File: src/rtl/lock_pkg.sv
// Shared definitions for the lock's push-button front end.
//
// Contents:
//   btn_state_t           per-channel debounce FSM state
//   N_BTN_DEFAULT         default number of buttons on the board
//   DEBOUNCE_CYC_DEFAULT  default stable-cycle count for hardware builds
//   CNT_W_DEFAULT         counter width matching DEBOUNCE_CYC_DEFAULT
//   DEBOUNCE_CYC_SIM      short stable-cycle count used by the bench
//   CNT_W_SIM             counter width matching DEBOUNCE_CYC_SIM
//   is_checking()         true while a channel is qualifying a change
package lock_pkg;

    typedef enum logic [1:0] {
        LOW    = 2'd0,
        CHK_HI = 2'd1,
        HIGH   = 2'd2,
        CHK_LO = 2'd3
    } btn_state_t;

    localparam int N_BTN_DEFAULT        = 2;
    localparam int DEBOUNCE_CYC_DEFAULT = 20000;
    localparam int CNT_W_DEFAULT        = 15;

    localparam int DEBOUNCE_CYC_SIM = 4;
    localparam int CNT_W_SIM        = 3;

    function automatic logic is_checking(input btn_state_t s);
        return (s == CHK_HI) || (s == CHK_LO);
    endfunction

endpackage

File: src/rtl/btn_debounce_if.sv
// Signal bundle between the raw button pins and the debounced outputs.
//
// Signals:
//   btn_raw      raw asynchronous button pins, 1 = pressed
//   btn_level    debounced level per button
//   btn_press    one-cycle strobe on a 0->1 change of btn_level
//   btn_release  one-cycle strobe on a 1->0 change of btn_level
//   btn_busy     high while any channel is qualifying a change
//
// Modports:
//   master  drives btn_raw, observes the debounced outputs
//   slave   the debouncer: consumes btn_raw, drives the outputs
//
// There is no valid/ready pair here: btn_raw is a free-running level sampled
// every cycle, and every output is valid every cycle after reset.
interface btn_debounce_if
    import lock_pkg::*;
#(
    parameter int N_BTN = N_BTN_DEFAULT
) ();

    logic [N_BTN-1:0] btn_raw;
    logic [N_BTN-1:0] btn_level;
    logic [N_BTN-1:0] btn_press;
    logic [N_BTN-1:0] btn_release;
    logic             btn_busy;

    modport master (
        output btn_raw,
        input  btn_level,
        input  btn_press,
        input  btn_release,
        input  btn_busy
    );

    modport slave (
        input  btn_raw,
        output btn_level,
        output btn_press,
        output btn_release,
        output btn_busy
    );

endinterface

File: src/rtl/btn_debounce_ch.sv
// One debounce channel: two-flop synchroniser, stability counter, four-state
// FSM and registered level/press/release outputs.
//
// Ports:
//   clk          system clock
//   rst          synchronous, active-high reset
//   btn_raw      raw asynchronous pin for this button
//   btn_level    debounced level (registered)
//   btn_press    one-cycle strobe when btn_level rises (registered)
//   btn_release  one-cycle strobe when btn_level falls (registered)
//   busy         high while the FSM is in CHK_HI or CHK_LO
//   state_dbg    current FSM state, for observation only
//
// A change is accepted only after the synchronised input has disagreed with
// the current level for DEBOUNCE_CYC consecutive cycles. Requires
// DEBOUNCE_CYC >= 2 and 2**CNT_W > DEBOUNCE_CYC.
module btn_debounce_ch
    import lock_pkg::*;
#(
    parameter int DEBOUNCE_CYC = DEBOUNCE_CYC_DEFAULT,
    parameter int CNT_W        = CNT_W_DEFAULT
) (
    input  logic       clk,
    input  logic       rst,
    input  logic       btn_raw,
    output logic       btn_level,
    output logic       btn_press,
    output logic       btn_release,
    output logic       busy,
    output btn_state_t state_dbg
);

    localparam logic [CNT_W-1:0] CNT_ZERO = '0;
    localparam logic [CNT_W-1:0] CNT_ONE  = CNT_W'(1);
    localparam logic [CNT_W-1:0] CNT_LAST = CNT_W'(DEBOUNCE_CYC - 1);

    logic s1;
    logic s2;

    btn_state_t       state;
    btn_state_t       state_nxt;
    logic [CNT_W-1:0] cnt;
    logic [CNT_W-1:0] cnt_nxt;
    logic             level_nxt;
    logic             press_nxt;
    logic             release_nxt;

    // Two-flop synchroniser; nothing downstream ever looks at s1.
    always_ff @(posedge clk) begin
        if (rst) begin
            s1 <= 1'b0;
            s2 <= 1'b0;
        end else begin
            s1 <= btn_raw;
            s2 <= s1;
        end
    end

    // State register.
    always_ff @(posedge clk) begin
        if (rst) begin
            state <= LOW;
        end else begin
            state <= state_nxt;
        end
    end

    // Next-state logic.
    always_comb begin
        state_nxt = state;
        case (state)
            LOW: begin
                if (s2) state_nxt = CHK_HI;
            end
            CHK_HI: begin
                if (!s2)                  state_nxt = LOW;
                else if (cnt == CNT_LAST) state_nxt = HIGH;
            end
            HIGH: begin
                if (!s2) state_nxt = CHK_LO;
            end
            CHK_LO: begin
                if (s2)                   state_nxt = HIGH;
                else if (cnt == CNT_LAST) state_nxt = LOW;
            end
            default: state_nxt = LOW;
        endcase
    end

    // Output / counter logic. The count starts at 1 on entry to a check
    // state, so reaching CNT_LAST with the input still disagreeing marks the
    // DEBOUNCE_CYC-th consecutive sample; the FSM leaves before it can wrap.
    always_comb begin
        cnt_nxt     = cnt;
        level_nxt   = btn_level;
        press_nxt   = 1'b0;
        release_nxt = 1'b0;
        case (state)
            LOW: begin
                if (s2) cnt_nxt = CNT_ONE;
            end
            CHK_HI: begin
                if (!s2) begin
                    cnt_nxt = CNT_ZERO;
                end else if (cnt == CNT_LAST) begin
                    cnt_nxt   = CNT_ZERO;
                    level_nxt = 1'b1;
                    press_nxt = 1'b1;
                end else begin
                    cnt_nxt = cnt + CNT_ONE;
                end
            end
            HIGH: begin
                if (!s2) cnt_nxt = CNT_ONE;
            end
            CHK_LO: begin
                if (s2) begin
                    cnt_nxt = CNT_ZERO;
                end else if (cnt == CNT_LAST) begin
                    cnt_nxt     = CNT_ZERO;
                    level_nxt   = 1'b0;
                    release_nxt = 1'b1;
                end else begin
                    cnt_nxt = cnt + CNT_ONE;
                end
            end
            default: begin
                cnt_nxt   = CNT_ZERO;
                level_nxt = 1'b0;
            end
        endcase
    end

    // Registered outputs; a reset mid-count drops the count with no strobe.
    always_ff @(posedge clk) begin
        if (rst) begin
            cnt         <= CNT_ZERO;
            btn_level   <= 1'b0;
            btn_press   <= 1'b0;
            btn_release <= 1'b0;
        end else begin
            cnt         <= cnt_nxt;
            btn_level   <= level_nxt;
            btn_press   <= press_nxt;
            btn_release <= release_nxt;
        end
    end

    assign busy      = is_checking(state);
    assign state_dbg = state;

endmodule

File: src/rtl/btn_debounce.sv
// Push-button front end: N_BTN independent debounce channels sharing one
// clock, plus a combined busy flag.
//
// Ports:
//   clk   system clock
//   rst   synchronous, active-high reset
//   bus   slave side of btn_debounce_if
//           btn_raw      raw button pins (in)
//           btn_level    debounced levels, feeds led_btn.in (out)
//           btn_press    per-button rise strobes (out)
//           btn_release  per-button fall strobes (out)
//           btn_busy     OR of all channels in a check state (out)
//
// The interface instance must be declared with the same N_BTN.
module btn_debounce
    import lock_pkg::*;
#(
    parameter int N_BTN        = N_BTN_DEFAULT,
    parameter int DEBOUNCE_CYC = DEBOUNCE_CYC_DEFAULT,
    parameter int CNT_W        = CNT_W_DEFAULT
) (
    input  logic           clk,
    input  logic           rst,
    btn_debounce_if.slave  bus
);

    logic [N_BTN-1:0] level_v;
    logic [N_BTN-1:0] press_v;
    logic [N_BTN-1:0] release_v;
    logic [N_BTN-1:0] busy_v;

    // Per-channel FSM states, kept visible for observation.
    btn_state_t ch_state [N_BTN];

    for (genvar i = 0; i < N_BTN; i++) begin : g_ch
        btn_debounce_ch #(
            .DEBOUNCE_CYC (DEBOUNCE_CYC),
            .CNT_W        (CNT_W)
        ) u_ch (
            .clk         (clk),
            .rst         (rst),
            .btn_raw     (bus.btn_raw[i]),
            .btn_level   (level_v[i]),
            .btn_press   (press_v[i]),
            .btn_release (release_v[i]),
            .busy        (busy_v[i]),
            .state_dbg   (ch_state[i])
        );
    end

    assign bus.btn_level   = level_v;
    assign bus.btn_press   = press_v;
    assign bus.btn_release = release_v;
    assign bus.btn_busy    = |busy_v;

endmodule

File: src/flat_wrapper.sv
// flat-port wrapper written by rule: the top's interface ports become plain ports
module btn_debounce_flat import lock_pkg::*;
#(
    parameter int N_BTN        = N_BTN_DEFAULT,
    parameter int DEBOUNCE_CYC = DEBOUNCE_CYC_DEFAULT,
    parameter int CNT_W        = CNT_W_DEFAULT
)
  (clk, rst, bus_btn_raw, bus_btn_level, bus_btn_press, bus_btn_release, bus_btn_busy);
  btn_debounce_if #(.N_BTN(N_BTN)) bus_i ();
  input  logic clk;
  input  logic rst;
  input wire logic [$bits(bus_i.btn_raw)-1:0] bus_btn_raw;
  output wire logic [$bits(bus_i.btn_level)-1:0] bus_btn_level;
  output wire logic [$bits(bus_i.btn_press)-1:0] bus_btn_press;
  output wire logic [$bits(bus_i.btn_release)-1:0] bus_btn_release;
  output wire logic [$bits(bus_i.btn_busy)-1:0] bus_btn_busy;
  assign bus_i.btn_raw = bus_btn_raw;
  assign bus_btn_level = bus_i.btn_level;
  assign bus_btn_press = bus_i.btn_press;
  assign bus_btn_release = bus_i.btn_release;
  assign bus_btn_busy = bus_i.btn_busy;
  btn_debounce #(.N_BTN(N_BTN), .DEBOUNCE_CYC(DEBOUNCE_CYC), .CNT_W(CNT_W)) u_core (.clk(clk), .rst(rst), .bus(bus_i));
endmodule
File: config.mk
export PLATFORM = sky130hd
export DESIGN_NAME = btn_debounce_flat
export DESIGN_NICKNAME = d
export VERILOG_FILES = /design/src/rtl/lock_pkg.sv /design/src/rtl/btn_debounce_if.sv /design/src/rtl/btn_debounce_ch.sv /design/src/rtl/btn_debounce.sv /design/src/flat_wrapper.sv
export SDC_FILE = /design/constraint.sdc
export NUM_CORES = 1
export LEC_CHECK = 0
export CORE_UTILIZATION = 54
export DETAILED_ROUTE_END_ITERATION = 10
export GPL_ROUTABILITY_DRIVEN = 0
export PLACE_DENSITY = 0.83
export SYNTH_ARGS = -nofsm -noshare
export SYNTH_HDL_FRONTEND = slang
export SYNTH_HIERARCHICAL = 1
export SYNTH_SLANG_ARGS = --single-unit
export TNS_END_PERCENT = 30
File: constraint.sdc
create_clock -name clk -period 1.7 [get_ports clk]
set_input_delay 0.51 -clock clk [delete_from_list [all_inputs] [get_ports clk]]
set_output_delay 0.51 -clock clk [all_outputs]
set_load 0.1 [all_outputs]
==> results of run 1 <==
power by group:
group	leakage [nW]	internal, W	total, W	switching, W
sequential	0.364	0.00104	0.00107	0.0000212
clock	0.0455	0.000332	0.000704	0.000372
combinational	0.661	0.0000941	0.000228	0.000133
total	1.07	0.00147	0.00200	0.000527
metrics by stage:
step                setup WS (ns)  area, sq um  instances  setup TNS [ns]  util (%)
floorplan                  -0.144         2350        271          -0.160         -
global placement           -0.174         2790        355           -3.01      68.3
detailed placement         -0.212         2790        355           -3.86      68.3
CTS                       -0.0407         2930        364         -0.0804      71.6
global route               -0.135         3090        370           -1.17      75.7
finish                     -0.129         3090        370          -0.464      75.7
per-layer routing:
layer	vias up	wire (um)	track usage (%)	part of all wire, %
li1	1135	-	-	-
met3	55	759	6.00	9.8
met2	199	3560	48.2	46
met4	0	356	9.38	4.6
met5	-	0	0	0
met1	1216	3030	36.4	39
logic make-up after synthesis:
group	Yosys count	share of synthesized area (%)
AO/OA/AOI/OAI	62	17.2
buffers and inverters	30	6.43
XOR/XNOR	7	2.92
AND/OR/NAND/NOR	124	34.1
flip-flops	44	37.4
multiplexers	2	0.851
adder cells (fa/ha/maj)	2	1.06
synth_stat cells (4+ instances only):
master,count
dfxtp_1,44
a31oi_1,23
nand3_1,22
nand2_1,17
inv_1,13
nand4_1,11
o21ai_0,10
a21oi_1,8
clkbuf_1,8
nor2_1,7
nor3_1,7
or4_1,6
and3_1,5
o22ai_1,5
nand2b_1,4
nand3b_1,4
nor2b_1,4
xor2_1,4
timing repair:
action / 4_1_cts / 5_1_grt
cloned: 0 / 1
setup buffers: 1 / 5
setup endpoints to repair: 5 / 27
gates resized for setup: 11 / 35
endpoints found under the hold margin: 0 / 0
pin swaps: 4 / 6
sequential cells by signal (all words and copies together) (netlist names), named ones only:
signal                        cells
u_core/g_ch.u_ch/btn_level        2
u_core/g_ch.u_ch/btn_release      2
u_core/g_ch.u_ch/s2               2
u_core/g_ch.u_ch/cnt             30
u_core/g_ch.u_ch/btn_press        2
u_core/g_ch.u_ch/state_dbg        2
u_core/g_ch.u_ch/s1               2
worst max path at each step:
stage                                from                     endpoint  slack (ns)
3_3_place_gp                          rst   u_core/g_ch[0].u_ch/cnt[5]       -0.17
2_1_floorplan  u_core/g_ch[1].u_ch/cnt[1]  u_core/g_ch[1].u_ch/cnt[12]       -0.14
4_1_cts        u_core/g_ch[1].u_ch/cnt[1]  u_core/g_ch[1].u_ch/cnt[14]       -0.04
3_5_place_dp                          rst  u_core/g_ch[0].u_ch/cnt[11]       -0.21
5_1_grt        u_core/g_ch[0].u_ch/cnt[1]  u_core/g_ch[0].u_ch/cnt[12]       -0.13
6_report       u_core/g_ch[0].u_ch/cnt[1]  u_core/g_ch[0].u_ch/cnt[12]       -0.13
cell type report:
class	instances	area, sq um
Multi-Input combinational cell	197	1440
Fill cell	247	993
Sequential cell	44	906
Timing Repair Buffer	58	547
Clock buffer	8	90.1
Tap cell	50	62.6
Inverter	13	48.8
==> out/qor.yml, run 1 <==
run_status:
  status: "finished, violations left"
  violations: "setup timing"
timing:
  holdWs_ns: 0.452
  finalCritPeriodShare_pct: 108
  setup_viol: 10
  finalMaxSlewViolations: 0
  setup_slack_ns: -0.129
  max_freq_mhz: 547
  rsz0062_at_grt: "true"
  hold_viol: 0
  fin_crit_ns: 1.83
  clock_skew_ns: 0.00453
  slew_headroom_pct: 65.1
  max_slew.worst_pin.slew_ns: 0.520
hold_path:
  hp-start: "u_core/g_ch[0].u_ch/s1"
  hold_end: "u_core/g_ch[0].u_ch/s2"
  hold_path.class: "reg -> reg"
  min_path_cells: 1
critical_path:
  critPathTopFamily: "simple AND/OR/NAND/NOR gates"
  critPathSlowestCell: "dfxtp_2"
  r2r-start: "u_core/g_ch[0].u_ch/cnt[1]"
  cp_num_cells: 7
  critPathMostFrequentCell: "buf_4"
  crit_arrival_ns: 2.01
  cp.required_ns: 1.88
  crit_buf_inv: 2
  max_stage_delay_ns: 0.35
  cp-start-kind: "flip-flop"
  critPathKind: "reg -> reg"
  reg2reg_depth: 7
  r2r_slack_ns: -0.13
  worst-path-max-fanout: 4
  r2r_end: "u_core/g_ch[0].u_ch/cnt[12]"
  crit_path_end_kind: "flip-flop"
  crit_chain: "ha_2 -> and4_4 -> nand4_1 -> buf_4 -> buf_4 -> o2111ai_1 -> nand3_1"
cts:
  numCtsBuffers: 5
  clkTransAtPathRegs_ns: 0.08
  clk_latency_ns: 0.31
  clockBufferDepth: 2
  cts-root-buf: "clkbuf_8"
  ctsHoldBuffers: 0
  htreeDepth: 2
  clkSinkCount: 44
  cts_tree: "done"
yosys:
  synthArstFlopShare_pct: 0
  yosys.area.top_type: "dfxtp_1"
  synth_flop_cell: "dfxtp_1"
  yosysWarnings: 6
  synth_edf_count: 0
  syn_area_sq_um: 2350
  ys_seq_area_share_pct: 37.4
  synth.ff_latch_count: 44
  synth_fp_nets: 277
  ys_types: 62
  synthTopCellsByArea: "dfxtp_1 (37%), a31oi_1 (6.1%), nand3_1 (4.7%)"
  avgSynthCellArea_sq_um: 8.68
  syn_inst: 271
  synth_top_area_share_pct: 37.4
global_routing:
  grt_max_degree: 15
  antenna_found_initial: 0
  grt_pass1_vias: 2265
  track_usage_pct: 28.7
  grt_pass1_wl_um: 10000
  grt.overflow.total: 0
drt:
  drc: 0
  wl_per_cell_um: 20.8
  drtIter0Drc: 421
  ant_nets: 0
  via_per_inst: 7.04
  first_pass_iters: 5
  finalWirelength_um: 7710
  num_vias: 2605
finish:
  fin_nets: 325
  layout_common_cells: "buf_4 (42), dfxtp_1 (30), a31oi_1 (22)"
  antenna_cells: 0
  layout_commonest_cell: "buf_4"
  area_growth_syn_to_layout_pct: 31.4
  drive_above_1_share_pct: 33.4
die:
  io_pins: 11
  dieWidth_um: 68.0
  fp-row-count: 23
  die_h_um: 68.0
  core_sq_um: 4090
  initial_utilization_pct: 57.6
  die_area_sq_um: 4630
placement:
  dp_hpwl_um: 4050
  numPortBuffers: 10
power_and_ir_drop:
  leakage_nw: 1.07
  p_per_area_nw_per_um2: 646
  total_power_w: 0.00200
  ir_drop_mv: 0.605
run:
  cap_violations: 0
Power figures use the tool's default switching activity.
==> run 2, diff against run 1 <==
- CORE_UTILIZATION: 54 -> 35
- PLACE_DENSITY: 0.83 -> 0.61
==> out/qor.yml, run 2 (synthesis results as in run 1) <==
timing:
  setup_slack_ns: -0.0936  # was -0.129 ns
  setup_viol: 1  # was 10
  max_slew.worst_pin.slew_ns: 0.474  # was 0.520 ns
  finalMaxSlewViolations: 0  # unchanged
  finalCritPeriodShare_pct: 106  # was 108%
  rsz0062_at_grt: "true"  # unchanged
  max_freq_mhz: 558  # was 547 MHz
  hold_viol: 0  # unchanged
  fin_crit_ns: 1.79  # was 1.83 ns
  clock_skew_ns: 0.00373  # was 0.00453 ns
  slew_headroom_pct: 68.1  # was 65.1%
cts:
  clkTransAtPathRegs_ns: 0.09  # was 0.08 ns
  clockBufferDepth: 2  # unchanged
  htreeDepth: 2  # unchanged
  cts-root-buf: "clkbuf_8"  # unchanged
  numCtsBuffers: 5  # unchanged
  clkSinkCount: 44  # unchanged
  cts_tree: "done"  # unchanged
  clk_latency_ns: 0.30  # was 0.31 ns
drt:
  drtIter0Drc: 152  # was 421
  finalWirelength_um: 5980  # was 7710 um
  drc: 2  # was 0
  via_per_inst: 5.71  # was 7.04
  num_vias: 2288  # was 2605
  first_pass_iters: 8  # was 5
  wl_per_cell_um: 14.9  # was 20.8 um
  ant_nets: 0  # unchanged
global_routing:
  track_usage_pct: 17.2  # was 28.7%
  grt_pass1_vias: 2106  # was 2265
  antenna_found_initial: 0  # unchanged
  grt.overflow.total: 0  # unchanged
  grt_pass1_wl_um: 9810  # was 10000 um
  grt_max_degree: 15  # unchanged
die:
  fp-row-count: 29  # was 23
  die_h_um: 84  # was 68.0 um
  initial_utilization_pct: 36.6  # was 57.6%
  io_pins: 11  # unchanged
  core_sq_um: 6420  # was 4090 sq um
  dieWidth_um: 84  # was 68.0 um
  die_area_sq_um: 7060  # was 4630 sq um
finish:
  regArea_sq_um: 896  # was 906 sq um
  antenna_cells: 0  # unchanged
  layout_common_cells: "buf_4 (50), dfxtp_1 (36), nand3_1 (22), a31oi_1 (22), nand2_1 (16)"  # was buf_4 (42), dfxtp_1 (30), a31oi_1 (22)
  drive_above_1_share_pct: 33.0  # was 33.4%
  multi_input_area_sq_um: 1420  # was 1440 sq um
  layout_commonest_cell: "buf_4"  # unchanged
  fin_nets: 329  # was 325
  largest_register_ffs: 30  # unchanged
  area_growth_syn_to_layout_pct: 33.6  # was 31.4%
  fin_util_pct: 49.0  # was 75.7%
  largest-register: "u_core/g_ch.u_ch/cnt"  # unchanged
  fillCellCount: 590  # was 247
critical_path:
  crit_path_end_kind: "flip-flop"  # unchanged
  r2r_end: "u_core/g_ch[1].u_ch/cnt[12]"  # was u_core/g_ch[0].u_ch/cnt[12]
  crit_start: "u_core/g_ch[1].u_ch/cnt[0]"  # was u_core/g_ch[0].u_ch/cnt[1]
  reg2reg_depth: 5  # was 7
  worst-path-max-fanout: 4  # unchanged
  cp.required_ns: 1.93  # was 1.88 ns
  critPathKind: "reg -> reg"  # unchanged
  cp-start-kind: "flip-flop"  # unchanged
  r2r-start: "u_core/g_ch[1].u_ch/cnt[0]"  # was u_core/g_ch[0].u_ch/cnt[1]
  crit_end: "u_core/g_ch[1].u_ch/cnt[12]"  # was u_core/g_ch[0].u_ch/cnt[12]
  crit_arrival_ns: 2.03  # was 2.01 ns
  r2r_slack_ns: -0.09  # was -0.13 ns
placement:
  dp_hpwl_um: 4260  # was 4050 um
  dp_worst_setup_slack_ns: -0.245  # was -0.212 ns
  numPortBuffers: 10  # unchanged
run:
  cap_violations: 0  # unchanged
power_and_ir_drop:
  total_power_w: 0.00217  # was 0.00200 W
  leakage_nw: 1.09  # was 1.07 nW
  ir_drop_mv: 0.333  # was 0.605 mV
  p_per_area_nw_per_um2: 692  # was 646 nW/um^2
run_status:
  status: "finished, violations left"  # unchanged
  violations: "DRC, setup timing"  # was setup timing
hold_path:
  hold_path.class: "reg -> reg"  # unchanged
-- run 2: cell types whose count changed in the layout (fill, tap and decap cells not counted), sizes merged --
cell    before  now
buf         55   59
bufinv       0    1
clkbuf       8    7
-- run 2: report_power, final --
group | switching, W | internal (W)
registers | 0.0000204 | 0.00105
clock network | 0.000377 | 0.000519
logic | 0.000123 | 0.0000894
total | 0.000521 | 0.00165
-- run 2: final cells by class --
type / instances / area share (%)
sequential: 44 / 28.5
timing repair buffer: 62 / 17.9
tap: 77 / 3.06
clock buffer: 7 / 3.06
clock inverter: 1 / 0.955
multi-input combinational: 197 / 45.0
inverter: 13 / 1.55
-- run 2: per-layer routing --
layer | vias to the layer above | track usage [%] | share of wire [%]
met3 | 11 | 3.56 | 4.8
met1 | 1082 | 23.3 | 48
met4 | 0 | 5.96 | 1.5
met5 | - | 0 | 0
li1 | 1137 | - | -
met2 | 58 | 27.2 | 45
-- run 2: worst max-delay path, stage by stage, from the launching register on --
cell	delay [ns]
dfxtp_2	0.36
ha_4	0.16
nand3_4	0.08
or4_4	0.54
or4b_4	0.50
o211ai_2	0.08
-- run 2: worst min-delay path by stage --
stage                            from                endpoint  slack (ns)  cells after the start
2_1_floorplan  u_core/g_ch[0].u_ch/s1  u_core/g_ch[0].u_ch/s2        0.41                      1
3_3_place_gp   u_core/g_ch[1].u_ch/s1  u_core/g_ch[1].u_ch/s2        0.42                      1
3_5_place_dp   u_core/g_ch[1].u_ch/s1  u_core/g_ch[1].u_ch/s2        0.43                      1
4_1_cts        u_core/g_ch[1].u_ch/s1  u_core/g_ch[1].u_ch/s2        0.45                      1
5_1_grt        u_core/g_ch[1].u_ch/s1  u_core/g_ch[1].u_ch/s2        0.47                      1
6_report       u_core/g_ch[1].u_ch/s1  u_core/g_ch[1].u_ch/s2        0.45                      1
-- run 2: timing repair --
action	in CTS	in global routing
resized for setup	9	20
endpoints found under the setup margin	6	27
pin swaps	1	9
buffers inserted	0	2
endpoints found under the hold margin	0	0
hold buffers	0	0
cloned	0	1
-- run 2: metrics by stage --
step	instances	hold WS [ns]	setup TNS, ns	instance area (sq um)
6_report	401	0.445	-0.0936	3140
5_1_grt	401	0.468	-0.294	3140
4_1_cts	398	0.449	-0.109	3050
3_5_place_dp	390	0.428	-3.24	2890
3_3_place_gp	390	0.417	-3.35	2890
2_1_floorplan	271	0.414	-0.160	2350
==> run 3, diff against run 2 <==
- GPL_ROUTABILITY_DRIVEN: 0 -> unset
- PLACE_DENSITY: 0.61 -> unset
==> out/qor.yml, run 3 (synthesis results as in run 1) <==
cts:
  cts_tree: "done"  # unchanged
  clockBufferDepth: 2  # unchanged
  htreeDepth: 2  # unchanged
  clk_latency_ns: 0.29  # was 0.30 ns
  numCtsBuffers: 5  # unchanged
  cts-root-buf: "clkbuf_8"  # unchanged
  clkTransAtPathRegs_ns: 0.08  # was 0.09 ns
  clkSinkCount: 44  # unchanged
timing:
  slew_headroom_pct: 70.9  # was 68.1%
  finalMaxSlewViolations: 0  # unchanged
  max_freq_mhz: 591  # was 558 MHz
  max_slew.worst_pin.slew_ns: 0.433  # was 0.474 ns
  clock_skew_ns: 0.00416  # was 0.00373 ns
  fin_crit_ns: 1.69  # was 1.79 ns
  holdWs_ns: 0.442  # was 0.445 ns
  finalCritPeriodShare_pct: 99.5  # was 106%
  setup_viol: 0  # was 1
  hold_viol: 0  # unchanged
  fin_setup_tns_ns: 0  # was -0.0936 ns
  rsz0062_at_grt: "true"  # unchanged
finish:
  final_cells: 406  # was 401
  layout_commonest_cell: "buf_4"  # unchanged
  antenna_cells: 0  # unchanged
  largest_register_ffs: 30  # unchanged
  drive_above_1_share_pct: 36.8  # was 33.0%
  largest-register: "u_core/g_ch.u_ch/cnt"  # unchanged
  fin_nets: 334  # was 329
  layout_common_cells: "buf_4 (56), dfxtp_1 (29), nand3_1 (22), a31oi_1 (22), nand2_1 (15)"  # was buf_4 (50), dfxtp_1 (36), nand3_1 (22), a31oi_1 (22), nand2_1 (16)
  fin_util_pct: 49.6  # was 49.0%
  area_growth_syn_to_layout_pct: 35.2  # was 33.6%
die:
  die_h_um: 84  # unchanged
  core_sq_um: 6420  # unchanged
  initial_utilization_pct: 36.6  # unchanged
  dieWidth_um: 84  # unchanged
  fp-row-count: 29  # unchanged
  die_area_sq_um: 7060  # unchanged
  io_pins: 11  # unchanged
hold_path:
  hold_path.class: "reg -> reg"  # unchanged
drt:
  finalWirelength_um: 6110  # was 5980 um
  drc: 1  # was 2
  first_pass_iters: 7  # was 8
  num_vias: 2309  # was 2288
  drtIter0Drc: 168  # was 152
  ant_nets: 0  # unchanged
  wl_per_cell_um: 15.0  # was 14.9 um
  via_per_inst: 5.69  # was 5.71
critical_path:
  critPathSlowestCell: "or4bb_4"  # was or4_4
  r2r_slack_ns: 0.008  # was -0.09 ns
  crit_path_end_kind: "flip-flop"  # unchanged
  cp_num_cells: 5  # unchanged
  crit_end: "u_core/g_ch[1].u_ch/cnt[12]"  # unchanged
  critPathKind: "reg -> reg"  # unchanged
  crit_buf_inv: 1  # was 0
  crit_chain: "or4bb_4 -> nor4_4 -> buf_4 -> or4b_4 -> o211ai_2"  # was ha_4 -> nand3_4 -> or4_4 -> or4b_4 -> o211ai_2
  reg2reg_depth: 5  # unchanged
  r2r-start: "u_core/g_ch[1].u_ch/cnt[4]"  # was u_core/g_ch[1].u_ch/cnt[0]
  r2r_end: "u_core/g_ch[1].u_ch/cnt[12]"  # unchanged
  cp-start-kind: "flip-flop"  # unchanged
  critPathTopFamily: "simple AND/OR/NAND/NOR gates"  # unchanged
  cp.required_ns: 1.88  # was 1.93 ns
  crit_arrival_ns: 1.87  # was 2.03 ns
  crit_start: "u_core/g_ch[1].u_ch/cnt[4]"  # was u_core/g_ch[1].u_ch/cnt[0]
  worst-path-max-fanout: 5  # was 4
  max_stage_delay_ns: 0.55  # was 0.54 ns
global_routing:
  grt.overflow.total: 0  # unchanged
  grt_pass1_vias: 2138  # was 2106
  track_usage_pct: 17.2  # about the same
  grt_pass1_wl_um: 9930  # was 9810 um
  grt_max_degree: 15  # unchanged
  antenna_found_initial: 0  # unchanged
placement:
  dpl.cell_count: 393  # was 390
  gp_congestion: 0.836
  numPortBuffers: 10  # unchanged
  dp_hpwl_um: 4290  # was 4260 um
power_and_ir_drop:
  p_per_area_nw_per_um2: 615  # was 692 nW/um^2
  total_power_w: 0.00196  # was 0.00217 W
  leakage_nw: 1.11  # was 1.09 nW
  ir_drop_mv: 0.329  # was 0.333 mV
run_status:
  status: "finished, violations left"  # unchanged
  violations: "DRC"  # was DRC, setup timing
run:
  cap_violations: 0  # unchanged
[run 3: final cells by class]
class,count,area [sq um]
clock buffers,8,90.1
fillers,605,3240
inverters,13,48.8
multi-input cells,197,1440
flip-flops and latches,44,910
well taps,77,96.3
repair buffers,67,602
[run 3: layer usage]
| layer | wire, um | up-vias | track usage [%] |
|---|---|---|---|
| met5 | 0 | - | 0 |
| met4 | 51 | 0 | 4.86 |
| met3 | 202 | 5 | 2.47 |
| met2 | 2850 | 47 | 27.6 |
| met1 | 3010 | 1112 | 23.9 |
| li1 | - | 1145 | - |
[run 3: repair_timing]
item | CTS | global route
endpoints found under the setup margin | 8 | 28
buffers inserted | 1 | 4
resized for setup | 15 | 29
pin swaps | 3 | 10
hold buffers | 0 | 0
hold endpoints to repair | 0 | 0
[run 3: worst min path at each step]
| stage | startpoint | endpoint | depth (start not counted) |
|---|---|---|---|
| 2_1_floorplan | u_core/g_ch[0].u_ch/s1 | u_core/g_ch[0].u_ch/s2 | 1 |
| 3_3_place_gp | u_core/g_ch[1].u_ch/s1 | u_core/g_ch[1].u_ch/s2 | 1 |
| 3_5_place_dp | u_core/g_ch[0].u_ch/s1 | u_core/g_ch[0].u_ch/s2 | 1 |
| 4_1_cts | u_core/g_ch[0].u_ch/s1 | u_core/g_ch[0].u_ch/s2 | 1 |
| 5_1_grt | u_core/g_ch[1].u_ch/s1 | u_core/g_ch[1].u_ch/s2 | 1 |
| 6_report | u_core/g_ch[0].u_ch/s1 | u_core/g_ch[0].u_ch/s2 | 1 |
[run 3: report_power, final]
part / internal (W) / switching [W]
logic: 0.0000884 / 0.000121
clock network: 0.000332 / 0.000350
registers: 0.00104 / 0.0000216
[run 3: through the flow]
stage,area (sq um),setup WS (ns)
4_1_cts,3050,0.00148
2_1_floorplan,2350,-0.144
3_3_place_gp,2910,-0.219
5_1_grt,3180,-0.0534
6_report,3180,0.00838
3_5_place_dp,2910,-0.271
